[config.mk]
export PLATFORM = sky130hd
export DESIGN_NAME = gf180mcu_fd_sc_mcu9t5v0_nand2_bist
export DESIGN_NICKNAME = d
export VERILOG_FILES = /design/src/rtl/gf180mcu_fd_sc_mcu9t5v0_nand2_bist.sv
export SDC_FILE = /design/constraint.sdc
export NUM_CORES = 1
export LEC_CHECK = 0
export BUFFER_PORTS_ARGS = -buffer_cell sky130_fd_sc_hd__buf_2
export CAP_MARGIN = 20
export CORE_MARGIN = 3
export CORE_UTILIZATION = 38
export CTS_CLUSTER_DIAMETER = 80
export DETAILED_ROUTE_END_ITERATION = 8
export SLEW_MARGIN = 15
export SYNTH_ARGS = -nofsm -noshare
export SYNTH_HDL_FRONTEND = slang
export SYNTH_SLANG_ARGS = --single-unit
[constraint.sdc]
create_clock -name CLK -period 3.5 [get_ports CLK]
set_input_delay 0.7 -clock CLK [delete_from_list [all_inputs] [get_ports CLK]]
set_output_delay 0.7 -clock CLK [all_outputs]
set_load 0.05 [all_outputs]
[src/rtl/gf180mcu_fd_sc_mcu9t5v0_nand2_bist.sv]
// Exhaustive stimulus/check wrapper for one NAND2 cell: sweeps {A1,A2}, samples ZN after
// a settle window, counts mismatches and records the first failing vector.
module gf180mcu_fd_sc_mcu9t5v0_nand2_bist #(
  parameter int unsigned SETTLE_CYCLES = 2,
  parameter int unsigned PASSES        = 1,
  parameter int unsigned CNT_W         = 8
) (
  input  logic             CLK,
  input  logic             RST,
  input  logic             START,
  output logic             A1,
  output logic             A2,
  input  logic             ZN,
  output logic             BUSY,
  output logic             DONE,
  output logic             PASS,
  output logic [CNT_W-1:0] ERR_CNT,
  output logic             FAIL_SEEN,
  output logic [1:0]       FAIL_VEC
);

  localparam logic [1:0] ST_IDLE = 2'd0;
  localparam logic [1:0] ST_RUN  = 2'd1;
  localparam logic [1:0] ST_FIN  = 2'd2;

  localparam int unsigned SLOT_W = 8;
  localparam int unsigned PCNT_W = 8;
  localparam logic [SLOT_W-1:0] SLOT_LAST = SLOT_W'(SETTLE_CYCLES);
  localparam logic [PCNT_W-1:0] PASS_LAST = PCNT_W'(PASSES - 1);
  localparam logic [CNT_W-1:0]  CNT_MAX   = '1;

  logic [1:0]        state, state_nxt;
  logic [1:0]        vec, vec_nxt;
  logic [SLOT_W-1:0] slot, slot_nxt;
  logic [PCNT_W-1:0] pass_cnt, pass_cnt_nxt;
  logic              busy_nxt, done_nxt, pass_nxt, fail_seen_nxt;
  logic [CNT_W-1:0]  err_nxt, err_sum;
  logic [1:0]        fail_vec_nxt;
  logic              mismatch;

  // The driven vector is the registered sweep index itself; it rests at 00 outside a run.
  assign A1 = vec[1];
  assign A2 = vec[0];

  // Case-inequality so an X or Z on ZN is treated as a failure.
  assign mismatch = (ZN !== ~(vec[1] & vec[0]));

  // Next-state and next-output logic.
  always_comb begin
    state_nxt     = state;
    vec_nxt       = vec;
    slot_nxt      = slot;
    pass_cnt_nxt  = pass_cnt;
    busy_nxt      = BUSY;
    done_nxt      = DONE;
    pass_nxt      = PASS;
    err_nxt       = ERR_CNT;
    fail_seen_nxt = FAIL_SEEN;
    fail_vec_nxt  = FAIL_VEC;
    err_sum       = ERR_CNT;

    case (state)
      ST_IDLE, ST_FIN: begin
        if (START) begin
          state_nxt     = ST_RUN;
          vec_nxt       = 2'b00;
          slot_nxt      = '0;
          pass_cnt_nxt  = '0;
          busy_nxt      = 1'b1;
          done_nxt      = 1'b0;
          pass_nxt      = 1'b0;
          err_nxt       = '0;
          fail_seen_nxt = 1'b0;
          fail_vec_nxt  = 2'b00;
        end
      end
      ST_RUN: begin
        if (slot != SLOT_LAST) begin
          slot_nxt = slot + SLOT_W'(1);
        end else begin
          // End of slot: judge ZN for the vector currently driven, then advance.
          slot_nxt = '0;
          vec_nxt  = vec + 2'd1;
          if (mismatch) begin
            if (ERR_CNT != CNT_MAX) err_sum = ERR_CNT + CNT_W'(1);
            if (!FAIL_SEEN) begin
              fail_seen_nxt = 1'b1;
              fail_vec_nxt  = vec;
            end
          end
          err_nxt = err_sum;
          if (vec == 2'b11) begin
            if (pass_cnt == PASS_LAST) begin
              state_nxt = ST_FIN;
              busy_nxt  = 1'b0;
              done_nxt  = 1'b1;
              pass_nxt  = (err_sum == '0);
            end else begin
              pass_cnt_nxt = pass_cnt + PCNT_W'(1);
            end
          end
        end
      end
      default: state_nxt = ST_IDLE;
    endcase
  end

  // State and output registers.
  always_ff @(posedge CLK) begin
    if (RST) begin
      state     <= ST_IDLE;
      vec       <= 2'b00;
      slot      <= '0;
      pass_cnt  <= '0;
      BUSY      <= 1'b0;
      DONE      <= 1'b0;
      PASS      <= 1'b0;
      ERR_CNT   <= '0;
      FAIL_SEEN <= 1'b0;
      FAIL_VEC  <= 2'b00;
    end else begin
      state     <= state_nxt;
      vec       <= vec_nxt;
      slot      <= slot_nxt;
      pass_cnt  <= pass_cnt_nxt;
      BUSY      <= busy_nxt;
      DONE      <= done_nxt;
      PASS      <= pass_nxt;
      ERR_CNT   <= err_nxt;
      FAIL_SEEN <= fail_seen_nxt;
      FAIL_VEC  <= fail_vec_nxt;
    end
  end

endmodule

# Word level (Yosys, flattened, before mapping)
# Cells that the tools add are included.
op_classes:
  n_addsub: 4
  muxes: 42
  n_eq_ne: 13
  reduce_logical: 12
  bitwise: 2
ops:
  columns: ["cell", "n"]
  rows:
  - ["two-way mux 8 bit", 10]
  - ["case mux 8 bit (2 select lines)", 3]
  - ["adder 8 x 1 -> 8 bit, second input constant", 3]
  - ["two-way mux 2 bit", 9]
  - ["logical NOT 8 bit", 2]
  - ["AND reduction 5 bit", 3]
  - ["inequality test 2 bit, second input constant", 7]
  - ["two-way mux 1 bit", 13]
  - ["case mux 2 bit (2 select lines)", 3]
  - ["inequality test 8 x 2 -> 1 bit, second input constant", 1]
  - ["inequality test 8 bit, second input constant", 1]
  - ["case mux 1 bit (2 select lines)", 4]
  - ["AND reduction 4 bit", 2]
  - ["equality test 2 bit, second input constant", 2]
  - ["AND reduction 3 bit", 1]
  - ["adder 2 x 1 -> 2 bit, second input constant", 1]
  - ["equality test 2 x 1 -> 1 bit, second input constant", 1]
  - ["logical NOT 2 bit", 1]
  - ["AND reduction 2 bit", 1]
  - ["nonzero test 2 bit", 1]
  - ["OR reduction 2 bit", 1]
  - ["AND 1 bit", 1]
  - ["case inequality test 1 bit", 1]
  - ["inverter 1 bit", 1]
totals:
  input_bits: 4
  out_inout_bits: 16
  register_bits: 34

# Logic depth before layout (Yosys ltp)
logic_depth:
  ltp_word: 11
  mapped_depth: 7

# Worst setup path after synthesis
# Ideal clock, no wire load.
synth_timing:
  path_type: "register -> register"
  startpoint: "reg vec[0]"
  endpoint: "reg PASS"
  stages_incl_launch_ff: 7
  period_less_slack_ns: 2.169
  slack_ns: 1.331
  arrival_time_ns: 2.082
  path_cell_list: "dfxtp_1 -> ha_1 -> xor2_2 -> nor4_2 -> and3_1 -> o21ai_0 -> o31ai_1"
synth_via:
  elab_chain_len: 11
  word_cells_on_any_way: 14
  classes_between: "3 x eq/ne; 7 x mux; 2 x bitwise; 2 x reduce/logical"
synth_rtl:
  columns: ["element", "line", "source"]
  rows:
  - ["start: declaration", "33", "logic [1:0] vec, vec_nxt;"]
  - ["start signal: assignment", "123", "vec <= vec_nxt;"]
  - ["AND 1 bit", "46", "assign mismatch = (ZN !== ~(vec[1] & vec[0]));"]
  - ["inverter 1 bit", "46", null]
  - ["case inequality test 1 bit", "46", null]
  - ["two-way mux 8 bit", "84", "if (mismatch) begin"]
  - ["two-way mux 8 bit", "78", "if (slot != SLOT_LAST) begin"]
  - ["two-way mux 8 bit", "62", "case (state)"]
  - ["logical NOT 8 bit", "97", "pass_nxt = (err_sum == '0);"]
  - ["two-way mux 1 bit", "93", "if (pass_cnt == PASS_LAST) begin"]
  - ["two-way mux 1 bit", "92", "if (vec == 2'b11) begin"]
  - ["two-way mux 1 bit", "78", null]
  - ["case mux 1 bit (2 select lines)", "62", null]
  - ["end signal: assignment", "128", "PASS <= pass_nxt;"]
  - ["end: declaration", "16", "output logic PASS,"]
# Several ways; a longest one is shown, not always the timed one. The select of a mux whose other input is x is not followed.
# A chain may end at the register's enable or synchronous reset.

# Worst setup path after layout
# Ends and elaborated chain as after synthesis.

==> summary.txt <==
Placement
  – Detail Placement HPWL: about 3 mm
  – Placement Setup Slack: about 1.3 ns
  – GPL Wtd Cong: between 0.8 and 0.9
  – PortBufs: 19

Timing
  – Fin crit share: 0.614
  – Post-route setup TNS: 0 ns
  – RSZ-0062 raised after global routing: false
  – Setup Skew: between 0.009 and 0.01 ns
  – Worst Tran Pin Value: 0.615 ns
  – PnR worst setup slack: 1.35 ns
  – Peak Freq: 466 MHz
  – Fin. max-slew vios: 0
  – Final worst path period need: 2.15 ns
  – Slew HR: 0.589
  – Final Hold Viols: 0
  – Final Setup Violations: 0

Pwr
  – VDD IR max: ~0.00015 V
  – Total power: between 0.0009 and 0.001 W
  – Pleak: just under 0.8 nW
  – Power density cells: ~450 nW/um^2

Worst setup path
  – Crit end category: flop
  – CP Launch Type: flop
  – R2R setup slack: about 1.4 ns
  – RR Endpoint: PASS
  – Crit Path Max Fanout: 6
  – Type of the worst setup path: flop to flop
  – Length in cells of the worst reg-to-reg path: 6
  – Critical Path RT: around 3.7 ns
  – Arrival @ worst endpoint: approximately 2.4 ns
  – Worst r2r src: vec[0]

Clock network
  – TritonCTS clock tree: yes
  – Total CTS buffers: 5
  – Clock Latency Late Sink: about 0.29 ns
  – Clock transition at path regs: roughly 0.08 ns
  – Clock Sinks: 34
  – Clock root buffer: clkbuf_8
  – Post-cts sizing count: 0
  – CTS Buffer Depth: 2
  – H-Tree Depth: 2
  – Hold_buf cts: 0
  – Setup Buffers After CTS: 0

GRT
  – Global route overflow: 0
  – Number of global-route vias before repair: between 1,000 and 1,500
  – First-pass GRT wire length: a little over 7 mm
  – Initial antenna violation count: 0
  – GRT Total Usage: 0.162
  – Largest net degree at the start of global routing: 23

Yosys
  – Leading area contributor after synthesis: dfxtp_1
  – Async S/R FF share, synth: 0
  – Synth Area in Compound Gates: 0.200
  – Avg Cell Area, Syn: ~8.5 um^2
  – Unique masters post-synth: 48
  – Count leader, synth: dfxtp_1
  – Synth Cell Area: approximately 1800 um^2
  – Mapped Nets: around 230
  – Gate count of the mapped netlist: 217
  – Simple-Gate Fraction of Synth Area: 0.281
  – Post-synth top cells: dfxtp_1, nor2_1, a21oi_1
  – Mux contribution to synthesized area: 0.0217
  – Synth top area share: 0.369
  – Adder-cell share of the synthesized area: 0.0407
  – Sequential share of the synthesized area: 0.369
  – Register bit total from synthesis: 34
  – Largest cells by area after synthesis: dfxtp_1, nor2_1, a21oi_1
  – Largest family of logic cells by synthesized area: simple AND/OR/NAND/NOR gates
  – Post-Synth XOR/XNOR Area: 0.0610
  – Number of enable flip-flop cells after synthesis: 0
  – Synth Flop Type: dfxtp_1
  – Synth warnings: 0

Worst hold path
  – Hold Startpoint: FAIL_VEC[1]
  – Hold path cells: 2
  – Worst hold path class: flop to flop
  – End of the worst hold path: FAIL_VEC[1]

Die
  – Height of the die: roughly 76 um
  – Core area: 4530 um^2
  – Row Count: 24
  – Starting Density: 0.407
  – I/O pin count: 20
  – Area of the die: ~5700 um^2
  – Die X: between 70 and 80 um

Detailed routing
  – Detail-routed net length per standard cell: about 14 um
  – Vias per std cell: around 5.5
  – DRT Wirelength: about 4.2 mm
  – Antenna-violating nets left: 0
  – Vias: between 1,500 and 2,000
  – DRT iter0 DRCs: 118
  – Drt first pass iters: 4
  – Drt drc: 0

Job
  – Number of max-cap violations: 0

Layout
  – Area delta synth->final: 15.0%
  – Ant diodes: 0
  – Share of layout cells above drive strength 1: 0.169
  – Fillers: 436
  – Fin nets: ~250

Outcome
  – Status: finished, final reports clean
## final cells by class
type / instances / area [um^2] / share of cell area
clock buffer: 5 / 68.8 / 0.0324
clock inverter: 3 / 68.8 / 0.0324
inverter: 3 / 11.3 / 0.00531
multi-input combinational: 173 / 1120 / 0.526
sequential: 34 / 681 / 0.321
tap: 65 / 81.3 / 0.0383
timing repair buffer: 19 / 95.1 / 0.0448
## flip-flops by register name, summed over array words and instances (netlist names)
register	count
DONE	1
FAIL_VEC	2
PASS	1
vec	2
BUSY	1
state	2
pass_cnt	8
ERR_CNT	8
slot	8
FAIL_SEEN	1
## through the flow
stage	std cells	util	hold WS (ns)	instance area, um^2
5_1_grt	302	0.468	0.496	2120
3_3_place_gp	294	0.438	0.466	1980
2_1_floorplan	217	-	0.481	1850
6_report	302	0.468	0.481	2120
3_5_place_dp	294	0.438	0.468	1980
4_1_cts	302	0.468	0.482	2120
## report_power, final
group          switching [W]  internal, W
Clock               0.000160     0.000285
Sequential        0.00000727     0.000395
Combinational      0.0000740    0.0000321
## placed cells by master (no fill, tap or decap), types with 4 or more instances in the layout
cell type   n
a21oi_1    18
a311oi_1    5
and3_1      6
buf_2      19
clkbuf_8    5
dfxtp_1    34
ha_1        6
mux2i_1     4
nand2_1    17
nand3_1    10
nand3b_1    4
nand4_1     5
nor2_1     28
nor3_1      7
nor4_1      4
o21ai_0     8
o31ai_1     4
xnor2_1     6
xor2_1      5
## cell families (layout without fill, tap and decap cells)
group | after synthesis | count (layout)
AND/OR/NAND/NOR | 97 | 97
adder cells (fa/ha/maj) | 6 | 6
multiplexers | 4 | 4
AO/OA/AOI/OAI | 54 | 54
flip-flops | 34 | 34
XOR/XNOR | 12 | 12
buffers and inverters | 10 | 30
## routing by layer
| layer | GRT usage | vias to the layer above | share of wire |
|---|---|---|---|
| met5 | 0 | - | 0 |
| met4 | 0.0621 | 0 | 0.015 |
| met3 | 0.0528 | 8 | 0.034 |
| met2 | 0.251 | 32 | 0.46 |
| met1 | 0.210 | 779 | 0.49 |
| li1 | - | 840 | - |
## worst max path at each step
stage / slack (ns) / to / start / cells after the start
after global placement: 1.32 / PASS / ZN / 6
after detailed placement: 1.27 / pass_cnt[5] / START / 6
after floorplan: 1.33 / PASS / vec[0] / 6
after CTS: 1.36 / PASS / vec[0] / 6
final: 1.35 / PASS / vec[0] / 6
after global routing: 1.21 / PASS / vec[1] / 6
## worst max-delay path, cell delays in order, from the launching register on
cell and delay (ns):
dfxtp_1 0.37, ha_1 0.31, xnor2_1 0.46, o21a_1 0.32, mux2i_1 0.22, nand4_1 0.13, o31ai_1 0.26
No activity file was read; power rests on OpenSTA's default activity.
